[src/rtl/dispatch_system_register_bank.sv]
// Dispatch-stage system register bank (PSR, IDTR, status registers, ...).
// One byte-enabled write port, two combinational read ports and a
// hardware save/restore stack for the entry at P_SAVE_INDEX.
// Optional feature macro: MIST1032ISA_SYSREG_WRITE_BYPASS_EN
//   defined   -> read ports and oSAVE_ENTRY_DATA forward same-cycle updates
//   undefined -> read ports show stored state only (1-cycle write-to-read)
module dispatch_system_register_bank #(
    parameter int P_WIDTH       = 32,
    parameter int P_ENTRY       = 8,
    parameter int P_ENTRY_W     = 3,
    parameter int P_STACK_DEPTH = 4,
    parameter int P_STACK_W     = 2,
    parameter int P_SAVE_INDEX  = 0
) (
    input  logic                   iCLOCK,
    input  logic                   inRESET,
    input  logic                   iRESET_SYNC,
    input  logic                   iWR_VALID,
    input  logic [P_ENTRY_W-1:0]   iWR_INDEX,
    input  logic [P_WIDTH/8-1:0]   iWR_BE,
    input  logic [P_WIDTH-1:0]     iWR_DATA,
    input  logic                   iSAVE_REQ,
    input  logic [P_WIDTH-1:0]     iSAVE_DATA,
    input  logic                   iRESTORE_REQ,
    input  logic                   iERR_CLEAR,
    input  logic [P_ENTRY_W-1:0]   iRD0_INDEX,
    output logic [P_WIDTH-1:0]     oRD0_DATA,
    input  logic [P_ENTRY_W-1:0]   iRD1_INDEX,
    output logic [P_WIDTH-1:0]     oRD1_DATA,
    output logic [P_WIDTH-1:0]     oSAVE_ENTRY_DATA,
    output logic [P_STACK_W:0]     oSTACK_COUNT,
    output logic                   oSTACK_FULL,
    output logic                   oSTACK_EMPTY,
    output logic                   oSTACK_ERROR
);

    localparam int LP_BYTES = P_WIDTH / 8;

    // Registered state
    logic [P_WIDTH-1:0]   entryQ [P_ENTRY];
    logic [P_WIDTH-1:0]   stackQ [P_STACK_DEPTH];
    logic [P_STACK_W:0]   countQ;
    logic                 errorQ;

    // Next-state values (also the forwarding source when bypass is enabled)
    logic [P_WIDTH-1:0]   entryD [P_ENTRY];
    logic [P_WIDTH-1:0]   stackD [P_STACK_DEPTH];
    logic [P_STACK_W:0]   countD;
    logic                 errorD;

    // Values the read ports look at
    logic [P_WIDTH-1:0]   viewArr [P_ENTRY];

    logic                 stackFull;
    logic                 stackEmpty;
    logic                 clearReq;
    logic                 pushReq;
    logic                 popReq;
    logic                 stackErr;
    logic                 wrInRange;
    logic                 wrBlocked;
    logic [P_STACK_W-1:0] pushIdx;
    logic [P_STACK_W-1:0] popIdx;

    // Stack occupancy flags and request decode
    always_comb begin
        stackFull  = (countQ == (P_STACK_W+1)'(P_STACK_DEPTH));
        stackEmpty = (countQ == '0);
        clearReq   = !inRESET || iRESET_SYNC;
        pushReq    = iSAVE_REQ && !iRESTORE_REQ;
        popReq     = iRESTORE_REQ && !iSAVE_REQ;
        stackErr   = (iSAVE_REQ && iRESTORE_REQ) || (pushReq && stackFull) || (popReq && stackEmpty);
        wrInRange  = int'(iWR_INDEX) < P_ENTRY;
        wrBlocked  = (int'(iWR_INDEX) == P_SAVE_INDEX) && (iSAVE_REQ || iRESTORE_REQ);
        pushIdx    = countQ[P_STACK_W-1:0];
        popIdx     = countQ[P_STACK_W-1:0] - 1'b1;
    end

    // Next-state: byte writes first, then save/restore overrides the save entry; clear wins over everything
    always_comb begin
        entryD = entryQ;
        stackD = stackQ;
        countD = countQ;
        errorD = errorQ;

        if (iWR_VALID && wrInRange && !wrBlocked) begin
            for (int b = 0; b < LP_BYTES; b++) begin
                if (iWR_BE[b]) begin
                    entryD[iWR_INDEX][8*b +: 8] = iWR_DATA[8*b +: 8];
                end
            end
        end

        if (pushReq) begin
            entryD[P_SAVE_INDEX] = iSAVE_DATA;
            if (!stackFull) begin
                stackD[pushIdx] = entryQ[P_SAVE_INDEX];
                countD          = countQ + 1'b1;
            end
        end else if (popReq && !stackEmpty) begin
            entryD[P_SAVE_INDEX] = stackQ[popIdx];
            countD               = countQ - 1'b1;
        end

        if (stackErr) begin
            errorD = 1'b1;
        end else if (iERR_CLEAR) begin
            errorD = 1'b0;
        end

        if (clearReq) begin
            for (int i = 0; i < P_ENTRY; i++) begin
                entryD[i] = '0;
            end
            for (int s = 0; s < P_STACK_DEPTH; s++) begin
                stackD[s] = '0;
            end
            countD = '0;
            errorD = 1'b0;
        end
    end

    // State register with synchronous active-low reset
    always_ff @(posedge iCLOCK) begin
        if (!inRESET) begin
            for (int i = 0; i < P_ENTRY; i++) begin
                entryQ[i] <= '0;
            end
            for (int s = 0; s < P_STACK_DEPTH; s++) begin
                stackQ[s] <= '0;
            end
            countQ <= '0;
            errorQ <= 1'b0;
        end else begin
            entryQ <= entryD;
            stackQ <= stackD;
            countQ <= countD;
            errorQ <= errorD;
        end
    end

    // Select stored or forwarded values for the read side
    always_comb begin
`ifdef MIST1032ISA_SYSREG_WRITE_BYPASS_EN
        viewArr = entryD;
`else
        viewArr = entryQ;
`endif
    end

    // Read ports: out-of-range indices read as zero
    always_comb begin
        oRD0_DATA = '0;
        oRD1_DATA = '0;
        if (int'(iRD0_INDEX) < P_ENTRY) begin
            oRD0_DATA = viewArr[iRD0_INDEX];
        end
        if (int'(iRD1_INDEX) < P_ENTRY) begin
            oRD1_DATA = viewArr[iRD1_INDEX];
        end
        oSAVE_ENTRY_DATA = viewArr[P_SAVE_INDEX];
        oSTACK_COUNT     = countQ;
        oSTACK_FULL      = stackFull;
        oSTACK_EMPTY     = stackEmpty;
        oSTACK_ERROR     = errorQ;
    end

endmodule
[config.mk]
export PLATFORM = sky130hd
export DESIGN_NAME = dispatch_system_register_bank
export DESIGN_NICKNAME = d
export VERILOG_FILES = /design/src/rtl/dispatch_system_register_bank.sv
export SDC_FILE = /design/constraint.sdc
export NUM_CORES = 1
export LEC_CHECK = 0
export ABC_CLOCK_PERIOD_IN_PS = 6150
export BUFFER_PORTS_ARGS = -buffer_cell sky130_fd_sc_hd__buf_2
export CAP_MARGIN = 30
export CORE_MARGIN = 10
export CORE_UTILIZATION = 55
export DETAILED_ROUTE_END_ITERATION = 8
export HOLD_SLACK_MARGIN = 0.15
export PLACE_DENSITY = 0.85
export SLEW_MARGIN = 20
export SYNTH_ARGS = -nofsm -noshare
export SYNTH_HDL_FRONTEND = slang
export SYNTH_SLANG_ARGS = --single-unit
[constraint.sdc]
create_clock -name iCLOCK -period 6.15 [get_ports iCLOCK]
set_clock_uncertainty 0.1 [all_clocks]
set_input_delay 0.9225 -clock iCLOCK [delete_from_list [all_inputs] [get_ports iCLOCK]]
set_output_delay 0.9225 -clock iCLOCK [all_outputs]
set_load 0.03 [all_outputs]
-- Yosys cells after proc, flatten, opt, wreduce, memory -nomap -nowiden
Index checks and enable logic that the tools add are counted.
Widths: inputs -> output; s select.
- register bits: 388
- input port bits: 84
- output and inout bits: 102
- $add $sub $neg: 3
- magnitude comparators: 7
- equality and inequality tests: 2
- muxes and demuxes: 39
- bitwise operators: 7
- reductions and logical operators: 27
- operator list (kind ; count):
    $mux 256 ; 8
    $bwmux 256 ; 4
    $demux 32 s3 ; 4
    $mux 32 ; 10
    $bmux 32 s3 ; 2
    $bwmux 128 ; 1
    $bmux 32 s2 ; 1
    $demux 32 s2 ; 1
    $mux 24 ; 1
    $mux 16 ; 1
    $ge 4x4->1 const B ; 3
    $not 3->4 ; 3
    $logic_and 1x1->1 ; 10
    $mux 3 ; 3
    $mux 8 ; 1
    $ge 3x3->1 const B ; 2
    $logic_not 3->1 ; 2
    $not 2->3 ; 2
    $logic_not 1->1 ; 5
    $logic_or 1x1->1 ; 4
    $lt 4x1->1 const B ; 1
    $reduce_and 2->1 ; 2
    $reduce_bool 2->1 ; 2
    $add 3x1->3 const B ; 1
    other kinds (9) ; 11

-- Logic depth before layout (Yosys ltp)
- word-level depth: 19
- depth in mapped cells: 11

-- Least setup slack after synthesis
No wires, ideal clock.
- kind: input port to output port
- start: input port iRD0_INDEX[1]
- end: output port oRD0_DATA[10]
- arrival: 2.373 ns
- required time: 5.128 ns
- setup slack: 2.755 ns
- stages on the path: 4
- buffers on the path: 2
- cell sequence: buf_2 -> buf_2 -> mux4_2 -> mux2_2
- longest elaborated chain between the ends: 4
- RTL lines (what ; RTL line ; RTL):
    from (decl) ; 26 ; input logic [P_ENTRY_W-1:0] iRD0_INDEX,
    $not 3->4 (implied by the code) ; 156 ; oRD0_DATA = viewArr[iRD0_INDEX];
    $bmux 32 s3 ; 156 ;
    $mux 32 (implied by the code) (2 in a row) ; 156 ;
    to (decl) ; 27 ; output logic [P_WIDTH-1:0] oRD0_DATA,
Every way passes these cells. The select of a mux whose other input is x is not followed.

-- Worst setup path in the final report
- start: input port iRD0_INDEX[1]
- end: output port oRD0_DATA[18]
The elaborated chain is that of the path after synthesis.

==> out/metrics.cfg <==
[global_route]
grt_overflow=0
grt_pass1_vias=15690
grt.total_usage_pct=26.19
grt_max_degree=172
antenna_found_initial=4
grt_pass1_wl_um=91080

[drt]
dr.pass1.iters=7
drt-initial-drc-count=1494
drc=0
via_per_inst=6.453
post_drt_wl_per_cell_um=24.76
drt-total-wl_um=59070
vias=15400
postRouteAntennaNets=0

[yosys]
yosysTopAreaCell=dfxtp_1
syn_area_um2=19520
syn_area_per_cell_um2=10.54
syn_nets=1941
ys_seq_area_share_pct=39.78
synthFlopType=dfxtp_1
ys_types=54
synth_cells=1852
async_flop_share_pct=0
synth_edf_count=0
ys_warn_count=0
yosysTopAreaCellShare_pct=39.78
synth_seq_cells=388
synthTopCellsByArea=dfxtp_1, mux4_2, mux2i_1

[sta]
setup_viol=0
hold_ws_ps=352.3
period_needed_ps=3911
fin_tns_setup_ps=0
max_freq_mhz=255.7
hold_violations=0
relSlewSlack_pct=33.94
tightest_slew_ps=989.7
grt_setup_unrepaired=no
drv_slew=0
setup_slack_ps=2239
period_share_pct=63.60

[status]
outcome=complete, no violations

[power_and_ir_drop]
peakVddDrop_mv=0.2398
p_int_mw=4.162
netSwitchingPower_mw=1.338
power_frac_clock_pct=45.5
p_leak_nw=7.668
seq_power_share_pct=46.3
p_sw_share_pct=24.33
p_comb_share_pct=8.3
p_per_area_nw_per_um2=253.2

[cells_and_area]
mostFrequentLayoutCells=dfxtp_1, nand2_1, nor2_1, mux2i_1, buf_2
finalNonFillerCells=2386
layout-drive-gt1-share_pct=27.66
fill_cells=2671
final_util_pct=62.42
final_common_cell=dfxtp_1
syn_to_final_growth_pct=11.25
nets=1990

[worst_setup_path]
cp.arrival_ps=2890
cp.required_ps=5130
path_max_fanout=42
end_kind=output port
cp-start-kind=input port
worstSetupPathType=in2out

[floorplan]
die_y_um=208.4
num_io_pins=186
core_um2=34800
initial_core_util_pct=56.11
die_area_um2=43430
std_cell_rows=68
die_w_um=208.4

[clocking]
cts_sinks=388
cts.htree.levels=2
cts_buffers=41
post_cts_buffers=0
path_clk_slew_ps=60
ctsResizeCount=0
hold_buffers=0
clk_latency_ps=550
cts-root-buf=clkbuf_16
cts_buffer_depth=3
cts_tree=built

[placement]
gp_congestion=0.8308
dp.cells=2307
dp_slack_ps=2043
port_buffers=185
hpwl_um=37840

[min_path]
worst_hold_path_type=reg2reg

[job]
drv_cap=0

[power by group through the flow]
stage / logic [mW] / clock network [mW] / registers, mW
detailed placement: 0.439 / 0 / 2.60
global placement: 0.428 / 0 / 2.60
CTS: 0.441 / 2.51 / 2.54
global route: 0.477 / 2.60 / 2.54
floorplan: 0.313 / 0 / 2.59
finish: 0.454 / 2.50 / 2.54
[synthesized netlist by cell type, types with 2 or more instances]
cell / number
dfxtp_1: 388
nand2_1: 262
nor2_1: 227
mux2i_1: 225
mux4_2: 155
a21oi_1: 138
clkbuf_1: 91
mux2_2: 64
buf_2: 57
buf_4: 37
nand2b_1: 29
a221o_1: 24
a32o_1: 24
nor2_4: 13
and3_1: 12
o21ai_1: 8
a21boi_0: 7
a22oi_1: 7
buf_1: 7
nor2_2: 7
nand3_1: 6
nor2b_1: 6
mux4_1: 5
ha_1: 4
inv_1: 4
nor4_4: 4
and3b_1: 3
buf_6: 3
or3_1: 3
buf_12: 2
nand3_2: 2
nand3b_1: 2
nand4_1: 2
nor2b_4: 2
nor3b_1: 2
o31a_4: 2
[cell families after synthesis]
logic type	Yosys count	share of synthesized area [%]
and+or+nand+nor	590	13.55
DFF	388	39.78
buffers and inverters	203	5.319
AOI/OAI and AO/OA	216	7.165
xor gates and xnor gates	1	0.04487
adders and majority gates	5	0.3589
muxes	449	33.78
[state kept, by name, indices dropped and copies added (netlist names)]
| signal | count |
|---|---|
| stackQ | 128 |
| oSTACK_ERROR | 1 |
| entryQ | 224 |
| oSTACK_COUNT | 3 |
| oSAVE_ENTRY_DATA | 32 |
[critical path, stage by stage]
cell and delay [ps]:
buf_4 600, buf_4 480, mux4_2 380, mux2_2 290, buf_2 180
[stage by stage]
stage,instance area [um2],total power [mW]
global placement,20160,3.026
finish,21720,5.500
detailed placement,20230,3.038
global route,21720,5.626
floorplan,19520,2.908
CTS,21580,5.495
[final timing paths]
kind / from / endpoint / slack [ps] / depth (start not counted)
setup / recovery: iRD0_INDEX[1] / oRD0_DATA[18] / 2240 / 5
hold / removal: stackQ[32]$_SDFFE_PP0P_ / stackQ[32]$_SDFFE_PP0P_ / 350 / 2
setup reg to reg: oSTACK_COUNT[1]$_SDFFE_PP0P_ / oSAVE_ENTRY_DATA[13]$_SDFFE_PP0P_ / 3330 / 5
hold reg to reg: stackQ[32]$_SDFFE_PP0P_ / stackQ[32]$_SDFFE_PP0P_ / 350 / 2
[per-layer routing]
layer | vias up | track usage, % | wire [um]
li1 | 6704 | - | -
met1 | 7668 | 30.65 | 22080
met5 | - | 0 | 12
met2 | 853 | 44.51 | 29060
met4 | 2 | 13.20 | 2617
met3 | 170 | 5.586 | 5303
[area by class of cell]
cell class                      count  area (um2)  area share, %
Clock buffer                       63        1291          5.945
Timing Repair Buffer              204        1240          5.709
Clock inverter                      6       61.31         0.2823
Multi-Input combinational cell   1261       10760          49.55
Tap cell                          455       569.3          2.621
Antenna cell                        4       10.01        0.04608
Inverter                            5       18.77        0.08641
Sequential cell                   388        7769          35.77
(Power assumes the default switching activity.)
